--- src/rtl/pe_ran_scheduler.sv ---
// pe_ran_scheduler: job sequencer for one PEran processing element.
// Streams parent words through the PE and writes results to child memory.
module pe_ran_scheduler #(
    parameter int ADDR_W = 10,
    parameter int CNT_W  = 11,
    parameter int PE_LAT = 1
) (
    input  logic              clk,
    input  logic              reset,
    input  logic              start,
    input  logic              abort,
    input  logic [ADDR_W-1:0] rd_base,
    input  logic [ADDR_W-1:0] wr_base,
    input  logic [CNT_W-1:0]  num_words,
    input  logic [159:0]      matrix_in,
    output logic              busy,
    output logic              done,
    output logic              rd_en,
    output logic [ADDR_W-1:0] rd_addr,
    input  logic [31:0]       rd_data,
    output logic [31:0]       pe_nucl,
    output logic [159:0]      pe_matrix,
    input  logic [31:0]       pe_result,
    output logic              wr_en,
    output logic [ADDR_W-1:0] wr_addr,
    output logic [31:0]       wr_data,
    input  logic              wr_ready
);

    localparam int WAIT_W = (PE_LAT < 2) ? 1 : $clog2(PE_LAT + 1);
    localparam logic [WAIT_W-1:0] LAT = WAIT_W'(PE_LAT);

    typedef enum logic [2:0] {
        IDLE,
        READ,
        CAPT,
        PEWAIT,
        WRITE,
        FIN
    } state_t;

    state_t             state;
    logic [CNT_W-1:0]   words_left;
    logic [WAIT_W-1:0]  wait_cnt;

    // Job FSM; every output is a register updated alongside the state.
    always_ff @(posedge clk or negedge reset) begin
        if (!reset) begin
            state      <= IDLE;
            busy       <= 1'b0;
            done       <= 1'b0;
            rd_en      <= 1'b0;
            rd_addr    <= '0;
            pe_nucl    <= '0;
            pe_matrix  <= '0;
            wr_en      <= 1'b0;
            wr_addr    <= '0;
            wr_data    <= '0;
            words_left <= '0;
            wait_cnt   <= '0;
        end else begin
            done <= 1'b0;
            if (abort) begin
                // Cancel drops any pending write and suppresses done.
                state <= IDLE;
                busy  <= 1'b0;
                rd_en <= 1'b0;
                wr_en <= 1'b0;
            end else begin
                unique case (state)
                    IDLE: begin
                        if (start) begin
                            rd_addr    <= rd_base;
                            wr_addr    <= wr_base;
                            words_left <= num_words;
                            pe_matrix  <= matrix_in;
                            busy       <= 1'b1;
                            if (num_words == '0) begin
                                state <= FIN;
                            end else begin
                                state <= READ;
                                rd_en <= 1'b1;
                            end
                        end
                    end
                    READ: begin
                        rd_en <= 1'b0;
                        state <= CAPT;
                    end
                    CAPT: begin
                        pe_nucl  <= rd_data;
                        wait_cnt <= LAT;
                        state    <= PEWAIT;
                    end
                    PEWAIT: begin
                        if (wait_cnt == WAIT_W'(1)) begin
                            wait_cnt <= '0;
                            wr_data  <= pe_result;
                            wr_en    <= 1'b1;
                            state    <= WRITE;
                        end else begin
                            wait_cnt <= wait_cnt - WAIT_W'(1);
                        end
                    end
                    WRITE: begin
                        if (wr_ready) begin
                            wr_en      <= 1'b0;
                            words_left <= words_left - CNT_W'(1);
                            rd_addr    <= rd_addr + ADDR_W'(1);
                            wr_addr    <= wr_addr + ADDR_W'(1);
                            if (words_left == CNT_W'(1)) begin
                                state <= FIN;
                            end else begin
                                state <= READ;
                                rd_en <= 1'b1;
                            end
                        end
                    end
                    FIN: begin
                        done  <= 1'b1;
                        busy  <= 1'b0;
                        state <= IDLE;
                    end
                    default: begin
                        state <= IDLE;
                        busy  <= 1'b0;
                        rd_en <= 1'b0;
                        wr_en <= 1'b0;
                    end
                endcase
            end
        end
    end

endmodule
--- config.mk ---
export PLATFORM = sky130hd
export DESIGN_NAME = pe_ran_scheduler
export DESIGN_NICKNAME = d
export VERILOG_FILES = /design/src/rtl/pe_ran_scheduler.sv
export SDC_FILE = /design/constraint.sdc
export NUM_CORES = 1
export LEC_CHECK = 0
export ABC_AREA = 1
export CORE_AREA = 2 2 215 217
export DETAILED_ROUTE_END_ITERATION = 10
export DIE_AREA = 0 0 217 219
export GPL_TIMING_DRIVEN = 0
export HOLD_SLACK_MARGIN = 0.12
export PLACE_DENSITY = 0.54
export REMOVE_ABC_BUFFERS = 1
export SYNTH_ARGS = -nofsm -noshare
export SYNTH_HDL_FRONTEND = slang
export SYNTH_SLANG_ARGS = --single-unit
--- constraint.sdc ---
create_clock -name clk -period 1.94 [get_ports clk]
set_input_delay 0.194 -clock clk [delete_from_list [all_inputs] [get_ports clk]]
set_output_delay 0.194 -clock clk [all_outputs]
set_load 0.05 [all_outputs]
Yosys cells after proc, flatten, opt, wreduce, memory -nomap -nowiden
Cells that the tools add are included.

Bitwise operators: 1. Add/subtract/negate cells: 4. Eq/ne operators: 16. Mux-type cells: 33. Reductions and logical operators: 16.

Operators by type and width (count): 2-to-1 mux 10 bit (4); case mux 10 bit (2 select lines) (2); 2-to-1 mux 11 bit (2); case mux 11 bit (2 select lines) (1); adder 10 x 1 -> 10 bit (second input constant) (2); 2-to-1 mux 3 bit (6); inequality test 3 bit (second input constant) (5); case mux 3 bit (5 select lines) (1); 2-to-1 mux 1 bit (13); AND reduction 3 bit (4); equality test 11 x 1 -> 1 bit (second input constant) (1); logical NOT 11 bit (1); subtractor 11 x 1 -> 11 bit (second input constant) (1); OR reduction 4 bit (2); equality test 3 x 2 -> 1 bit (second input constant) (2); equality test 3 bit (second input constant) (2); inequality test 2 x 1 -> 1 bit (second input constant) (3); case mux 1 bit (3 select lines) (2); AND reduction 2 bit (3); AND reduction 5 bit (1); inequality test 2 bit (second input constant) (2); case mux 1 bit (2 select lines) (2); AND reduction 4 bit (1); nonzero test 2 bit (2); other kinds (5) (5).

Register bits: 263. Output and inout bits: 248. Word-level logic and storage cells: 82. Bits of input ports: 260.

Longest topological paths before layout
Word-level depth: 5. Mapped depth: 12. Gate-level depth less buffers: 12.

Worst setup path before layout
OpenSTA, ideal clock, no wires.

Path type: register -> register. From: reg rd_addr[0]. To: reg rd_addr[8]. Period minus slack after synthesis: 1.695 ns. Slack: 0.245 ns. Arrival time: 1.577 ns. Stages on the path, launching flop included: 9. Setup time: 0.118 ns. Buffers on the path: 0. Required time: 1.822 ns. Cell sequence: dfrtp_1 ha_1 nand3_1 nor2_1 nand3_1 nand2_1 nand3_1 nand2_1 nand2_1.

Word-level cells in the longest chain between the ends: 3.

RTL lines: start, declared (line 19) `output logic [ADDR_W-1:0] rd_addr,`; start signal, assigned (line 73) `rd_addr <= rd_base;`; start signal, assigned (line 109) `rd_addr <= rd_addr + ADDR_W'(1);`; adder 10 x 1 -> 10 bit (line 109); 2-to-1 mux 10 bit (line 106) `if (wr_ready) begin`; case mux 10 bit (2 select lines) (line 70) `unique case (state)`.

Every way passes these cells. The select of a mux whose other input is x is not followed. A chain may end at the register's enable or synchronous reset.

Worst setup path in the final report
From: reg state[0]. To: reg pe_matrix[90].

Word-level cells in the longest chain between the ends: 2.

RTL lines: start, declared (line 42) `state_t state;`; start signal, assigned (line 49) `state <= IDLE;`; start signal, assigned (line 65) `state <= IDLE;`; start signal, assigned (line 79) `state <= FIN;`; logical NOT 3 bit (line 70); AND reduction 3 bit (no source line); end signal, assigned (line 76) `pe_matrix <= matrix_in;`; end, declared (line 22) `output logic [159:0] pe_matrix,`.

Every way passes these cells.

==> summary.md <==
| Metric | Value |
|---|---|
| Post-route DRC | `0` |
| Count of state elements after synthesis | `263` |
| H-Tree Depth | `1` |
| Avg WL per Cell | `18.3 µm` |
| Io pins | `508` |
| Post-Synth Adder-Cell Area | `0.449%` |
| Most used cell, CP | `nor2_4` |
| Pwr/cell area | `1870 mW/mm²` |
| Total wire length | `45,300 µm` |
| Tightest Pin Transition | `0.703 ns` |
| Crit path launch type | `register` |
| Final setup margin | `0.116 ns` |
| Clock root cell | `clkbuf_16` |
| Design Area, Final | `0.0181 mm²` |
| Min Tclk post-route | `between 1.5 and 2 ns` |
| Worst path bufs/invs | `3` |
| Placed Cells | `around 2,400` |
| Longest Clk Path Bufs | `3` |
| Crit path max-delay family | `simple AND/OR/NAND/NOR gates` |
| Status | `complete, no violations` |
| RSZ-0062 raised after global routing | `yes` |
| Overflow after GRT | `0` |
| Worst-Skew Late Latency | `0.58 ns` |
| Peak supply drop | `0.898 mV` |
| Post-Place Setup Slack | `-1.50 ns` |
| Initial Util | `24.7%` |
| Slew Viols, Final | `0` |
| Min-delay worst type | `in -> reg` |
| Sink Count | `approximately 260` |
| Layout Nets | `2,109` |
| Most frequent cells in the layout | `nand2_1, dfrtp_1, clkdlybuf4s50_1, dlygate4sd2_1, nand3_1` |
| TritonCTS buffer count | `31` |
| Crit Path Category | `reg -> reg` |
| First-pass GRT wire length | `66,600 µm` |
| ANT nets after route | `0` |
| CP Cell Sequence | `nor2_4 -> nand2_4 -> nor2_4 -> buf_12 -> buf_4 -> bufbuf_16 -> nand3_1 -> nand2_1` |
| Crit-path slowest cell | `dfrtp_2` |
| Site Rows | `a little under 80` |
| Die Width | `217 µm` |
| Cell leakage power | `a little over 9 nW` |
| Power, Total | `33.8 mW` |
| CP Capture Type | `register` |
| Largest net degree at the start of global routing | `110` |
| Vias per inst | `between 4 and 5` |
| Critical Path Fanout Max | `16` |
| Syn-to-layout area delta | `62.7%` |
| Largest incremental delay on the critical path | `0.46 ns` |
| Simple-gate area share of the yosys netlist | `33.2%` |
| Port Buffer Count | `a little over 500` |
| Vias | `between 10,000 and 15,000` |
| Final Setup Violations | `0` |
| Vert. Die Dim | `~220 µm` |
| Final Skew | `0.0214 ns` |
| HPWL Detailed | `28,900 µm` |
| Placement Cell Area | `0.0169 mm²` |
| Finished Layout Cells | `2,471` |
| Relative slew slack | `around 53%` |
| Antenna violations before repair | `4` |
| Tot GR Track Use | `a little under a fifth` |
| DR iter-0 viols | `614` |
| Worst-path clk slew | `0.06 ns` |
| Core area | `0.0451 mm²` |
| Ys Warns | `0` |
| Final Cycle Share | `94.0%` |
| Synth Cell Area | `0.0111 mm²` |
| CP arrival | `~2.3 ns` |
| Final Hold Fails | `0` |
| Fin util | `40.2%` |
| Layout fillers | `around 4,600` |
| Library cells used by synthesis | `28` |
| Vias in the first global route | `10,757` |
| MaxCap Viol Count | `0` |
| Drt pass-1 iters | `5` |
| CP Data Required Time | `2.45 ns` |
| Avg Synthesized Cell Area | `8.33 µm²` |
| RD Place Congestion | `0.807` |
| Share of cells above drive strength 1 | `5.35%` |
| Register area share after synthesis | `approximately 59%` |
| Mux cell area share after synthesis | `0%` |
| Most common cell after layout, fill and taps aside | `nand2_1` |
| Synth Area in Compound Gates | `2.48%` |
| Peak Freq | `548 MHz` |
| Syn Inst Count | `1,338` |
| Xor-xnor portion of the synthesized cell area | `0.550%` |
| Largest family of logic cells by synthesized area | `simple AND/OR/NAND/NOR gates` |
| CTS tree | `built` |
| DIE AREA | `0.0475 mm²` |
[metal layers]
metal | up-vias | wire length, µm | GRT usage, % | part of all wire [%]
met5 | - | 26 | 0 | 0.057
met4 | 4 | 1160 | 5.59 | 2.6
met3 | 64 | 3740 | 5.39 | 8.3
met2 | 398 | 21800 | 30.7 | 48
met1 | 5184 | 18500 | 22.5 | 41
li1 | 5254 | - | - | -
[state kept, by name, summed over array words and instances (netlist names), 3 cells and up]
signal	cells
pe_matrix	160
words_left	11
wr_data	32
state	3
wr_addr	10
pe_nucl	32
rd_addr	10
[cell usage after synthesis]
cell type    n  area share [%]
a22oi_1      1           0.067
or2_2        4            0.22
clkbuf_1    36             1.2
nand2_1    629              21
xor2_1       5            0.39
nand2_2      3            0.17
o211ai_1     2            0.13
o21ai_1      7            0.31
o22ai_1      1           0.056
nand4_1      3            0.17
buf_4        4            0.27
nor3_1       3            0.13
a21oi_1     10            0.45
inv_1       29            0.98
a31oi_1      4            0.22
dfrtp_1    263              59
nand3b_1     4            0.27
inv_2        5            0.17
nor2_4       2            0.20
o21bai_1     1           0.067
xnor2_1      2            0.16
nand3_1    188             8.4
nor2_2       2            0.11
ha_1         4            0.45
nor3_4       1            0.15
nor2_1      63             2.1
o21ai_0     26             1.2
buf_2       36             1.6
[stage by stage]
stage / TNS (ns) / hold WS [ns]
5_1_grt: -0.0519 / 0.155
3_5_place_dp: -203.59 / 0.149
6_report: 0 / 0.163
4_1_cts: -3.21 / 0.125
2_1_floorplan: -460.70 / -0.102
3_3_place_gp: -4295.66 / 0.453
[final timing paths]
| check | endpoint | cells past startpoint | slack, ns | start |
|---|---|---|---|---|
| hold / removal | wr_data[9]$_DFFE_PN0P_ | 3 | 0.16 | pe_result[9] |
| setup reg to reg | pe_matrix[90]$_DFFE_PN0P_ | 8 | 0.12 | state[0]$_DFFE_PN0P_ |
| hold reg to reg | pe_matrix[45]$_DFFE_PN0P_ | 2 | 0.46 | pe_matrix[45]$_DFFE_PN0P_ |
| min in group asynchronous | rd_addr[6]$_DFFE_PN0P_ | 3 | 0.67 | reset |
| max in group asynchronous | pe_matrix[87]$_DFFE_PN0P_ | 4 | 0.31 | reset |
| setup / recovery | pe_matrix[90]$_DFFE_PN0P_ | 8 | 0.12 | state[0]$_DFFE_PN0P_ |
[cell type report]
cell class	instances	area, µm²	area share (%)
antenna	2	5.00	0.0276
timing repair inverter	2	17.5	0.0967
tap	600	751	4.14
clock inverter	7	139	0.766
clock buffer	50	887	4.89
sequential	263	6580	36.3
timing repair buffer	544	5340	29.4
multi-input combinational	969	4210	23.2
inverter	34	195	1.08
[tightest hold or removal path: stages]
cell and delay, ns:
clkdlybuf4s50_1 0.39, nand2_1 0.06, nand2_1 0.04
[kinds of logic after synthesis]
family                   Yosys count
AO/OA/AOI/OAI                     52
XOR/XNOR                           7
adder cells (fa/ha/maj)            4
buffers and inverters            110
flip-flops                       263
AND/OR/NAND/NOR                  902
[report_power, final]
group | switching, mW | internal, mW
sequential | 1.53 | 8.04
clock | 2.36 | 3.63
combinational | 13.6 | 4.69
total | 17.4 | 16.4
[timing repair]
item                                    4_1_cts  5_1_grt
hold buffers                                 10        0
buffers inserted                              7        7
gates cloned                                  8        3
endpoints found under the setup margin      507      227
pin swaps                                     4        3
gates resized for setup                     268       16
endpoints found under the hold margin       270        0
Note: power is estimated with default switching activity, not from simulation.
